### src/rtl/alu_mul_seq_if.sv
// Interface bundle for alu_mul_seq: pipeline request/response plus shared alu drive.
// master = environment (pipeline + alu), slave = the sequential multiplier.
interface alu_mul_seq_if;
  localparam int unsigned W    = 16;
  localparam int unsigned CMDW = 3;

  logic            start;
  logic [W-1:0]    op_a;
  logic [W-1:0]    op_b;
  logic            busy;
  logic            done;
  logic [W-1:0]    product;
  logic [W-1:0]    alu_a;
  logic [W-1:0]    alu_b;
  logic [CMDW-1:0] alu_cmd;
  logic [W-1:0]    alu_r;

  modport master (
    output start, op_a, op_b, alu_r,
    input  busy, done, product, alu_a, alu_b, alu_cmd
  );

  modport slave (
    input  start, op_a, op_b, alu_r,
    output busy, done, product, alu_a, alu_b, alu_cmd
  );
endinterface

### src/rtl/alu_mul_seq.sv
// alu_mul_seq: 16x16 unsigned shift-add multiplier (low 16 bits) that borrows the
// shared alu for every add/shift. One iteration = ADD, SHL, SHR (3 cycles).
// Optional macro MUL_EARLY_EXIT_EN: finish as soon as the multiplier shifts to zero.
module alu_mul_seq (
  input  logic          clk,
  input  logic          rst,
  alu_mul_seq_if.slave  bus
);
  localparam int unsigned W    = 16;
  localparam int unsigned CNTW = 4;
  localparam int unsigned CMDW = 3;

  // alu command codes shared with the mips_16 alu
  localparam logic [CMDW-1:0] ALU_ADD = 3'd1;
  localparam logic [CMDW-1:0] ALU_SL  = 3'd6;
  localparam logic [CMDW-1:0] ALU_SRU = 3'd7;

  typedef enum logic [2:0] {
    S_IDLE = 3'd0,
    S_ADD  = 3'd1,
    S_SHL  = 3'd2,
    S_SHR  = 3'd3,
    S_DONE = 3'd4
  } state_e;

  state_e          state_q, state_d;
  logic [W-1:0]    acc_q, acc_d;
  logic [W-1:0]    mcand_q, mcand_d;
  logic [W-1:0]    mplier_q, mplier_d;
  logic [CNTW-1:0] cnt_q, cnt_d;
  logic [W-1:0]    product_q, product_d;
  logic            busy_q, done_q;
  logic            last_iter_c;

  // State and datapath registers; busy/done are decoded from the next state so they are flops.
  always_ff @(posedge clk) begin
    if (rst) begin
      state_q   <= S_IDLE;
      acc_q     <= '0;
      mcand_q   <= '0;
      mplier_q  <= '0;
      cnt_q     <= '0;
      product_q <= '0;
      busy_q    <= 1'b0;
      done_q    <= 1'b0;
    end else begin
      state_q   <= state_d;
      acc_q     <= acc_d;
      mcand_q   <= mcand_d;
      mplier_q  <= mplier_d;
      cnt_q     <= cnt_d;
      product_q <= product_d;
      busy_q    <= (state_d == S_ADD) || (state_d == S_SHL) || (state_d == S_SHR);
      done_q    <= (state_d == S_DONE);
    end
  end

  // Alu operand select; idle drives a harmless 0+0 add so alu r is never X.
  always_comb begin
    bus.alu_a   = '0;
    bus.alu_b   = '0;
    bus.alu_cmd = ALU_ADD;
    case (state_q)
      S_ADD: begin
        bus.alu_a = acc_q;
        bus.alu_b = mplier_q[0] ? mcand_q : '0;
      end
      S_SHL: begin
        bus.alu_a   = mcand_q;
        bus.alu_b   = W'(1);
        bus.alu_cmd = ALU_SL;
      end
      S_SHR: begin
        bus.alu_a   = mplier_q;
        bus.alu_b   = W'(1);
        bus.alu_cmd = ALU_SRU;
      end
      default: ;
    endcase
  end

  // Loop termination: fixed 16 iterations, or earlier once the multiplier is exhausted.
`ifdef MUL_EARLY_EXIT_EN
  assign last_iter_c = (cnt_q == CNTW'(15)) || (bus.alu_r == '0);
`else
  assign last_iter_c = (cnt_q == CNTW'(15));
`endif

  // Next-state and register updates; alu result is captured in the same cycle it is issued.
  always_comb begin
    state_d   = state_q;
    acc_d     = acc_q;
    mcand_d   = mcand_q;
    mplier_d  = mplier_q;
    cnt_d     = cnt_q;
    product_d = product_q;
    case (state_q)
      S_IDLE: begin
        if (bus.start) begin
          acc_d    = '0;
          mcand_d  = bus.op_a;
          mplier_d = bus.op_b;
          cnt_d    = '0;
          state_d  = S_ADD;
        end
      end
      S_ADD: begin
        acc_d   = bus.alu_r;
        state_d = S_SHL;
      end
      S_SHL: begin
        mcand_d = bus.alu_r;
        state_d = S_SHR;
      end
      S_SHR: begin
        mplier_d = bus.alu_r;
        cnt_d    = cnt_q + CNTW'(1);
        if (last_iter_c) begin
          product_d = acc_q;
          state_d   = S_DONE;
        end else begin
          state_d = S_ADD;
        end
      end
      S_DONE:  state_d = S_IDLE;
      default: state_d = S_IDLE;
    endcase
  end

  assign bus.busy    = busy_q;
  assign bus.done    = done_q;
  assign bus.product = product_q;
endmodule

### src/flat_wrapper.sv
// flat-port wrapper written by rule: the top's interface ports become plain ports
module alu_mul_seq_flat 
  (clk, rst, bus_start, bus_op_a, bus_op_b, bus_alu_r, bus_busy, bus_done, bus_product, bus_alu_a, bus_alu_b, bus_alu_cmd);
  alu_mul_seq_if bus_i ();
  input  logic clk;
  input  logic rst;
  input wire logic [$bits(bus_i.start)-1:0] bus_start;
  input wire logic [$bits(bus_i.op_a)-1:0] bus_op_a;
  input wire logic [$bits(bus_i.op_b)-1:0] bus_op_b;
  input wire logic [$bits(bus_i.alu_r)-1:0] bus_alu_r;
  output wire logic [$bits(bus_i.busy)-1:0] bus_busy;
  output wire logic [$bits(bus_i.done)-1:0] bus_done;
  output wire logic [$bits(bus_i.product)-1:0] bus_product;
  output wire logic [$bits(bus_i.alu_a)-1:0] bus_alu_a;
  output wire logic [$bits(bus_i.alu_b)-1:0] bus_alu_b;
  output wire logic [$bits(bus_i.alu_cmd)-1:0] bus_alu_cmd;
  assign bus_i.start = bus_start;
  assign bus_i.op_a = bus_op_a;
  assign bus_i.op_b = bus_op_b;
  assign bus_i.alu_r = bus_alu_r;
  assign bus_busy = bus_i.busy;
  assign bus_done = bus_i.done;
  assign bus_product = bus_i.product;
  assign bus_alu_a = bus_i.alu_a;
  assign bus_alu_b = bus_i.alu_b;
  assign bus_alu_cmd = bus_i.alu_cmd;
  alu_mul_seq u_core (.clk(clk), .rst(rst), .bus(bus_i));
endmodule
### config.mk
export PLATFORM = sky130hd
export DESIGN_NAME = alu_mul_seq_flat
export DESIGN_NICKNAME = d
export VERILOG_FILES = /design/src/rtl/alu_mul_seq_if.sv /design/src/rtl/alu_mul_seq.sv /design/src/flat_wrapper.sv
export SDC_FILE = /design/constraint.sdc
export NUM_CORES = 1
export LEC_CHECK = 0
export CAP_MARGIN = 20
export CORE_UTILIZATION = 50
export CTS_CLUSTER_SIZE = 20
export DETAILED_ROUTE_END_ITERATION = 8
export HOLD_SLACK_MARGIN = 0.08
export PLACE_DENSITY = 0.89
export RECOVER_POWER = 100
export SYNTH_ARGS = -nofsm -noshare
export SYNTH_HDL_FRONTEND = slang
export SYNTH_SLANG_ARGS = --single-unit
### constraint.sdc
create_clock -name clk -period 2.67 [get_ports clk]
set_input_delay 0.6675 -clock clk [delete_from_list [all_inputs] [get_ports clk]]
set_output_delay 0.6675 -clock clk [all_outputs]
set_load 0.01 [all_outputs]
==> flow_summary.yaml, run 1 <==
clocking:
  clkLatencyLatePin_ns: 0.35
  cts_max_level: 3
  cts_tree: "done"
  tritoncts.num_buffers: 9
  cts_sinks: 73
  clkTransAtPathRegs_ns: 0.07
  clockRootBuffer: "clkbuf_8"
  cts.path.max_buffers: 2
drt:
  wire_per_inst_um: 17.0
  antenna_left: 0
  first_pass_iters: 5
  drt_iter0_drc: 227
  vias_per_cell: 5.88
  vias: 3705
  drc_errors: 0
  drt_wl_total_mm: 10.7
sta:
  rsz0062_at_grt: "yes"
  hold_viol_final: 0
  min_period_ns: 2.64
  hold_ws_ns: 0.472
  finalCritPeriodShare_pct: 98.8
  fin_skew_ns: 0.00971
  drv_slew: 0
  worstMarginPinSlew_ns: 0.956
  relSlewSlack_pct: 36.3
  setup_viol_count_final: 0
  max_freq_mhz: 379
logic_synthesis:
  ys_seq_area_share_pct: 41.1
  netlist_instances: 442
  synth_edf_count: 0
  synthFlopType: "dfxtp_1"
  synth_top_area_share_pct: 41.1
  async_flop_share_pct: 0
  ys_seq_elements: 73
  synth_area_leaders: "dfxtp_1, nand2_1, a311oi_1"
  synth_area_per_cell_um2: 8.04
  netlist_area_um2: 3550
  yosys.area.top_type: "dfxtp_1"
  syn_nets: 494
  yosysWarningCount: 0
  ys_types: 32
placed_design:
  dp_cells: 612
  place_congestion: 0.939
  io_buffers: 103
  hpwl_mm: 7.31
grt:
  antenna_found_initial: 0
  grt_max_degree: 35
  first_global_vias: 3570
  grt_first_pass_wirelength_mm: 17.1
  grt_usage_pct: 29.6
  grt_overflow: 0
critical_path:
  crit_start: "u_core.state_q[0]"
  r2r_cells: 5
  arrival_ns: 1.97
  crit_fanout: 7
  reg2reg_slack_ns: 0.49
  rr_endpoint: "u_core.cnt_q[2]"
  reg2reg_from: "u_core.state_q[1]"
  worstPathRequired_ns: 2.00
  endpoint: "bus_alu_a[3]"
  path_cells: "buf_4 > mux2_2 > a22oi_1 > nor2_1 > clkdlybuf4s50_1"
  crit_path_top_delay_cell: "clkdlybuf4s50_1"
  path_class: "reg -> out"
  cp-start-kind: "flop"
  crit_path_max_incr_delay_ns: 0.47
  end_kind: "primary output"
run:
  maxCapViolations: 0
die:
  die_y_um: 86.3
  core_area_um2: 6830
  rows: 30
  die-area_um2: 7450
  die_w_um: 86.3
  pin_count: 104
  initial_utilization_pct: 52.0
outcome:
  status: "finished, final reports clean"
layout:
  nFillCells: 582
  drive_above_1_share_pct: 10.7
  fin_cells: 630
  layout_common_cells: "nand2_1, clkdlybuf4s50_1, dfxtp_1, nor2_1, a21oi_1"
  final_common_cell: "nand2_1"
  antennaDiodeCount: 0
  nets: 581
  syn2layout_area_growth_pct: 35.4
power:
  irDropWorstVdd_v: 0.000259
  power.leakage_nw: 1.95
  cellPowerDensity_nw_per_um2: 555
hold_path:
  worst_hold_path_type: "reg -> reg"
-- power breakdown --
part	total [mW]	switching [mW]	leakage [nW]	internal, mW
logic	0.566	0.305	1.26	0.261
registers	1.24	0.0698	0.596	1.17
clock network	0.862	0.408	0.0953	0.454
-- sequential cells by signal, summed over array words and instances (netlist names) --
signal	cells
u_core.acc_q	16
u_core.bus.product	16
u_core.mcand_q	16
u_core.mplier_q	16
u_core.cnt_q	4
u_core.state_q	3
u_core.bus.busy	1
u_core.bus.done	1
-- repair_timing --
item | CTS | global route
cloned | 1 | 0
hold buffers | 0 | 0
resized for setup | 3 | 16
setup buffers | 1 | 0
endpoints found under the setup margin | 9 | 26
-- kinds of logic after synthesis --
group	count (synthesis)	share of synthesized area [%]
adder cells (fa/ha/maj)	1	0.352
AND/OR/NAND/NOR	198	25.4
buffers and inverters	47	7.50
flip-flops	73	41.1
multiplexers	16	5.07
AO/OA/AOI/OAI	107	20.5
-- through the flow --
stage / power (mW) / util (%) / worst slack [ns] / setup TNS (ns) / cell area (um^2)
after floorplan: 1.60 / - / 0.654 / 0 / 3550
after global placement: 1.79 / 66.8 / 0.344 / 0 / 4560
after detailed placement: 1.81 / 66.8 / 0.311 / 0 / 4560
after CTS: 2.66 / 69.9 / 0.0369 / 0 / 4780
after global routing: 2.78 / 70.4 / -0.0224 / -0.116 / 4810
final: 2.67 / 70.4 / 0.0334 / 0 / 4810
-- critical path: cells and delay by family, from the launching register on --
kind            cells  cell delay, ns
buf+inv             2            0.66
flops               1            0.38
mux                 1            0.35
compound gates      1            0.17
simple gates        1            0.06
-- synthesized netlist by cell type, types with 2 or more instances --
cell type	instances
a21oi_1	37
nor3_1	2
buf_6	7
a22oi_1	16
o21ai_0	16
mux2_2	16
and2_1	15
nand2b_1	2
nand3_1	36
clkbuf_1	17
nand2_1	84
buf_4	4
nor2b_1	2
or3b_1	2
buf_2	17
dfxtp_1	73
and3_1	2
nor2_1	48
a311oi_1	33
-- layout make-up --
type / count / area [um^2] / area share, %
timing repair buffer: 122 / 1190 / 24.9
sequential: 73 / 1460 / 30.4
tap: 96 / 120 / 2.50
clock inverter: 5 / 55.1 / 1.14
multi-input combinational: 322 / 1830 / 38.1
inverter: 1 / 3.75 / 0.0781
clock buffer: 11 / 141 / 2.94
-- worst min path at each step --
stage                     cells past startpoint                  start  slack [ns]                    end
after floorplan                               2    u_core.mplier_q[10]        0.45    u_core.mplier_q[10]
after global placement                        2     u_core.mplier_q[3]        0.46     u_core.mplier_q[3]
after detailed placement                      2  u_core.bus.product[3]        0.47  u_core.bus.product[3]
after CTS                                     2  u_core.bus.product[3]        0.48  u_core.bus.product[3]
after global routing                          2  u_core.bus.product[3]        0.49  u_core.bus.product[3]
final                                         2  u_core.bus.product[3]        0.47  u_core.bus.product[3]
-- routing by layer --
layer | up-vias | part of all wire (%) | GRT usage (%)
li1 | 1732 | - | -
met1 | 1733 | 40 | 36.1
met2 | 201 | 49 | 49.9
met3 | 39 | 7.2 | 5.14
met4 | 0 | 4.3 | 15.9
met5 | - | 0 | 0
No activity file was read; power rests on OpenSTA's default activity.
==> run 2: changes to the inputs <==
SKIP_LAST_GASP = 1   (was unset)
==> flow_summary.yaml, run 2 (same netlist as run 1, synthesis figures left out) <==
outcome:
  status: "finished, final reports clean"
layout:
  nets: 581
  design_area_um2: 4790
  antennaDiodeCount: 0
  drive_above_1_share_pct: 10.7
  final_common_cell: "nand2_1"
  syn2layout_area_growth_pct: 34.9
  nFillCells: 584
  layout_common_cells: "nand2_1, clkdlybuf4s50_1, dfxtp_1, nor2_1, a21oi_1"
  finish.utilization_pct: 70.2
grt:
  use_met1_pct: 36.1
  use_met3_pct: 5.14
  met2_usage_pct: 49.9
  grt_usage_pct: 29.6
  grt_overflow: 0
  antenna_found_initial: 0
  grt_busiest_layer: "met2"
  first_global_vias: 3570
  grt_first_pass_wirelength_mm: 17.1
  grt_max_degree: 35
clocking:
  clockRootBuffer: "clkbuf_8"
  clkTransAtPathRegs_ns: 0.07
  cts.path.max_buffers: 2
  cts_max_level: 3
  cts_tree: "done"
  tritoncts.num_buffers: 9
  clkLatencyLatePin_ns: 0.36
  cts_sinks: 73
die:
  initial_utilization_pct: 52.0
  rows: 30
  pin_count: 104
  core_area_um2: 6830
  die_y_um: 86.3
  die-area_um2: 7450
  die_w_um: 86.3
placed_design:
  place_congestion: 0.939
  hpwl_mm: 7.31
  dp_slack_ns: 0.311
  io_buffers: 103
  place_area_um2: 4560
power:
  irDropWorstVdd_v: 0.000258
  power.leakage_nw: 1.84
  cellPowerDensity_nw_per_um2: 557
sta:
  drv_slew: 0
  hold_viol_final: 0
  min_period_ns: 2.64
  setup_viol_count_final: 0
  rsz0062_at_grt: "yes"
  max_freq_mhz: 378
  finalCritPeriodShare_pct: 99.0
  relSlewSlack_pct: 38.8
  worstMarginPinSlew_ns: 0.917
  fin_skew_ns: 0.0111
  setup_slack_ns: 0.0265
drt:
  first_pass_iters: 5
  vias_per_cell: 5.92
  drt_wl_total_mm: 10.8
  vias: 3727
  antenna_left: 0
  wire_per_inst_um: 17.1
  drc_errors: 0
  drt_iter0_drc: 246
critical_path:
  path_cells: "clkbuf_4 > mux2_2 > a22oi_1 > nor2_1 > clkdlybuf4s50_1"
  path_class: "reg -> out"
  crit_path_max_incr_delay_ns: 0.48
  worstPathRequired_ns: 2.00
  end_kind: "primary output"
  cp-start-kind: "flop"
  crit_path_top_delay_cell: "clkdlybuf4s50_1"
  crit_fanout: 8
  arrival_ns: 1.98
hold_path:
  worst_hold_path_type: "reg -> reg"
run:
  maxCapViolations: 0
[run 2: cell types whose count changed in the layout (fill, tap and decap cells not counted), sizes merged]
cell / before / now
clkdlybuf4s50: 73 / 79
dlymetal6s2s: 9 / 3
buf: 18 / 17
clkbuf: 13 / 14
[run 2: worst paths after layout]
| kind | start | end | slack, ns | cells past startpoint |
|---|---|---|---|---|
| min | u_core.bus.product[3] | u_core.bus.product[3] | 0.47 | 2 |
| max | u_core.state_q[0] | bus_alu_a[14] | 0.03 | 5 |
| min reg2reg | u_core.bus.product[3] | u_core.bus.product[3] | 0.47 | 2 |
| max reg2reg | u_core.state_q[1] | u_core.cnt_q[2] | 0.53 | 5 |
[run 2: timing repair]
action / in CTS / in global routing
buffers inserted: 1 / 0
hold buffers: 0 / 0
cloned: 1 / 0
endpoints found under the setup margin: 9 / 26
gates resized for setup: 3 / 9
[run 2: worst max-delay path: cells and delay by family, from the launching register on]
kind / cells / cell delay (ns)
simple gates: 1 / 0.07
flops: 1 / 0.37
mux: 1 / 0.34
buf+inv: 2 / 0.69
compound gates: 1 / 0.15
[run 2: per-layer routing]
layer / up-vias / wire [um]
met5: - / 0
met2: 208 / 5250
met4: 0 / 500
met3: 46 / 812
li1: 1733 / -
met1: 1740 / 4190
[run 2: per-stage QoR]
step                      cells  setup TNS [ns]  hold slack (ns)  power, mW
after floorplan             442               0            0.455       1.60
after global placement      612               0            0.465       1.79
after detailed placement    612               0            0.465       1.81
after CTS                   630               0            0.476       2.66
after global routing        630          -0.352            0.486       2.78
final                       630               0            0.474       2.67
[run 2: area by class of cell]
| class | count | area [um^2] | area share [%] |
|---|---|---|---|
| multi-input cells | 322 | 1830 | 38.2 |
| flip-flops and latches | 73 | 1460 | 30.5 |
| repair buffers | 122 | 1180 | 24.6 |
| clock buffers | 11 | 141 | 2.95 |
| well taps | 96 | 120 | 2.51 |
| clock inverters | 5 | 55.1 | 1.15 |
| inverters | 1 | 3.75 | 0.0783 |
[run 2: power by group]
| group | switching, mW | total [mW] | internal, mW | leakage [nW] |
|---|---|---|---|---|
| logic | 0.306 | 0.567 | 0.261 | 1.15 |
| registers | 0.0689 | 1.24 | 1.17 | 0.596 |
| clock network | 0.410 | 0.864 | 0.454 | 0.0953 |
==> run 3: changes to the inputs <==
ABC_AREA = 1   (was unset)
==> flow_summary.yaml, run 3 <==
layout:
  layout_common_cells: "nand2_1, nor2_1, dfxtp_1, clkdlybuf4s50_1, nand3_1"
  seqCellArea_um2: 1460
  drive_above_1_share_pct: 5.18
  syn2layout_area_growth_pct: 37.1
  design_area_um2: 4920
  multi_input_area_um2: 1810
  nFillCells: 587
  final_common_cell: "nand2_1"
  nets: 703
logic_synthesis:
  ys_seq_area_share_pct: 40.7
  netlist_instances: 557
  synth.most_common_cell: "nand2_1"
  yosysWarningCount: 0
  syn_nets: 609
  synthFlopType: "dfxtp_1"
  async_flop_share_pct: 0
  synth_top_area_share_pct: 40.7
  ys_seq_elements: 73
  synth_edf_count: 0
  synthTopCellsByCount: "nand2_1, nor2_1, dfxtp_1"
  yosys.area.top_type: "dfxtp_1"
  synth_area_leaders: "dfxtp_1, nand2_1, nor2_1"
  netlist_area_um2: 3590
  synth_area_per_cell_um2: 6.45
  ys_types: 22
critical_path:
  crit_fanout: 9
  worstPathRequired_ns: 2.00
  reg2reg_from: "u_core.state_q[0]"
  arrival_ns: 1.90
  cp-start-kind: "flop"
  path_cells: "nor2_2 > nand2_1 > inv_2 > nand2_4 > nor2_1 > clkdlybuf4s50_1"
  crit_path_top_delay_cell: "clkdlybuf4s50_1"
  path_class: "reg -> out"
  crit_start: "u_core.state_q[1]"
  end_kind: "primary output"
  crit_path_max_incr_delay_ns: 0.56
  worst-path-buf-inv: 2
  cp_top_family: "buffers and inverters"
clocking:
  cts_sinks: 73
  clkLatencyLatePin_ns: 0.35
  tritoncts.num_buffers: 9
  cts_tree: "done"
  holdBufCountCts: 0
  clkTransAtPathRegs_ns: 0.09
  clockRootBuffer: "clkbuf_8"
  cts_max_level: 3
  cts.path.max_buffers: 2
drt:
  drt_iter0_drc: 344
  vias_per_cell: 5.28
  wire_per_inst_um: 13.9
  antenna_left: 0
  drt_wl_total_mm: 10.4
  first_pass_iters: 5
  vias: 3973
  drc_errors: 0
hold_path:
  min_from: "u_core.acc_q[6]"
  worst_hold_path_type: "reg -> reg"
power:
  cellPowerDensity_nw_per_um2: 612
  irDropWorstVdd_v: 0.000346
  power.leakage_nw: 2.39
grt:
  grt_overflow: 0
  grt_usage_pct: 28.8
  first_global_vias: 3675
  antenna_found_initial: 0
  grt_first_pass_wirelength_mm: 16.8
  grt_max_degree: 34
sta:
  setup_tns_ns: 0
  fin_skew_ns: 0.0124
  setup_viol_count_final: 0
  max_freq_mhz: 390
  min_period_ns: 2.57
  finalCritPeriodShare_pct: 96.1
  hold_viol_final: 0
  relSlewSlack_pct: 3.19
  worstMarginPinSlew_ns: 1.45
  drv_slew: 0
  rsz0062_at_grt: "no"
die:
  die_w_um: 86.8
  rows: 30
  core_area_um2: 6870
  pin_count: 104
  die-area_um2: 7530
  initial_utilization_pct: 52.3
  die_y_um: 86.8
placed_design:
  place_area_um2: 4710
  place_congestion: 0.876
  hpwl_mm: 7.15
  io_buffers: 103
outcome:
  status: "finished, final reports clean"
run:
  maxCapViolations: 0
[run 3: changes by cell type after synthesis, sizes merged, moves of 16 or more]
| cell | before | now |
|---|---|---|
| mux2 | 16 | 0 |
| a311oi | 34 | 0 |
| a22oi | 16 | 0 |
| a21oi | 37 | 21 |
| nand3 | 36 | 52 |
| inv | 1 | 41 |
| o211ai | 0 | 16 |
| nand2 | 84 | 149 |
| nor2 | 48 | 129 |
[run 3: what timing repair did]
action / CTS / global route
endpoints found under the hold margin: 0 / 0
endpoints found under the setup margin: 26 / 7
cloned: 0 / 0
gates resized for setup: 26 / 7
setup buffers: 0 / 0
[run 3: worst paths after layout]
| kind | endpoint | depth (start not counted) | slack [ns] |
|---|---|---|---|
| max | bus_alu_b[1] | 6 | 0.10 |
| min | u_core.bus.product[6] | 2 | 0.46 |
| max reg2reg | u_core.bus.product[15] | 7 | 0.26 |
| min reg2reg | u_core.bus.product[6] | 2 | 0.46 |
[run 3: power by group]
group / switching [mW] / internal, mW
registers: 0.0516 / 1.18
logic: 0.373 / 0.264
clock network: 0.424 / 0.717
[run 3: worst register-to-register path, cell delays in order (launching register included)]
cell,delay (ns)
dfxtp_1,0.45
nand2_1,0.08
nor2_1,0.14
buf_4,0.24
nand2_4,0.16
nor2_1,0.92
nand2_1,0.25
nand2_1,0.12
[run 3: metal layers]
metal	GRT usage, %	up-vias	part of all wire [%]
li1	-	1954	-
met1	35.9	1811	43
met2	48.7	182	48
met3	5.24	26	6.7
met4	12.6	0	2.1
met5	0	-	0
[run 3: logic make-up after synthesis]
| family | Yosys count | share of synthesized area (%) |
|---|---|---|
| compound gates | 42 | 7.00 |
| fa+ha+maj | 1 | 0.348 |
| buf+inv | 77 | 8.99 |
| flops | 73 | 40.7 |
| simple gates | 364 | 43.0 |
[run 3: layout make-up]
| cell class | instances | area share, % |
|---|---|---|
| clock inverters | 7 | 2.90 |
| multi-input cells | 407 | 36.7 |
| well taps | 96 | 2.44 |
| inverters | 41 | 3.13 |
| repair buffers | 119 | 22.6 |
| diodes | 1 | 0.0508 |
| clock buffers | 9 | 2.52 |
| flip-flops and latches | 73 | 29.7 |
[run 3: per-stage QoR]
step	setup slack, ns	power, mW	hold slack [ns]	util [%]	std cells
final	0.105	3.01	0.464	71.7	753
after global routing	0.0236	3.15	0.483	71.7	752
after CTS	0.000681	3.03	0.466	72.4	752
after detailed placement	0.249	1.90	0.459	68.5	736
after global placement	0.284	1.88	0.459	68.5	736
after floorplan	0.782	1.64	0.438	-	557
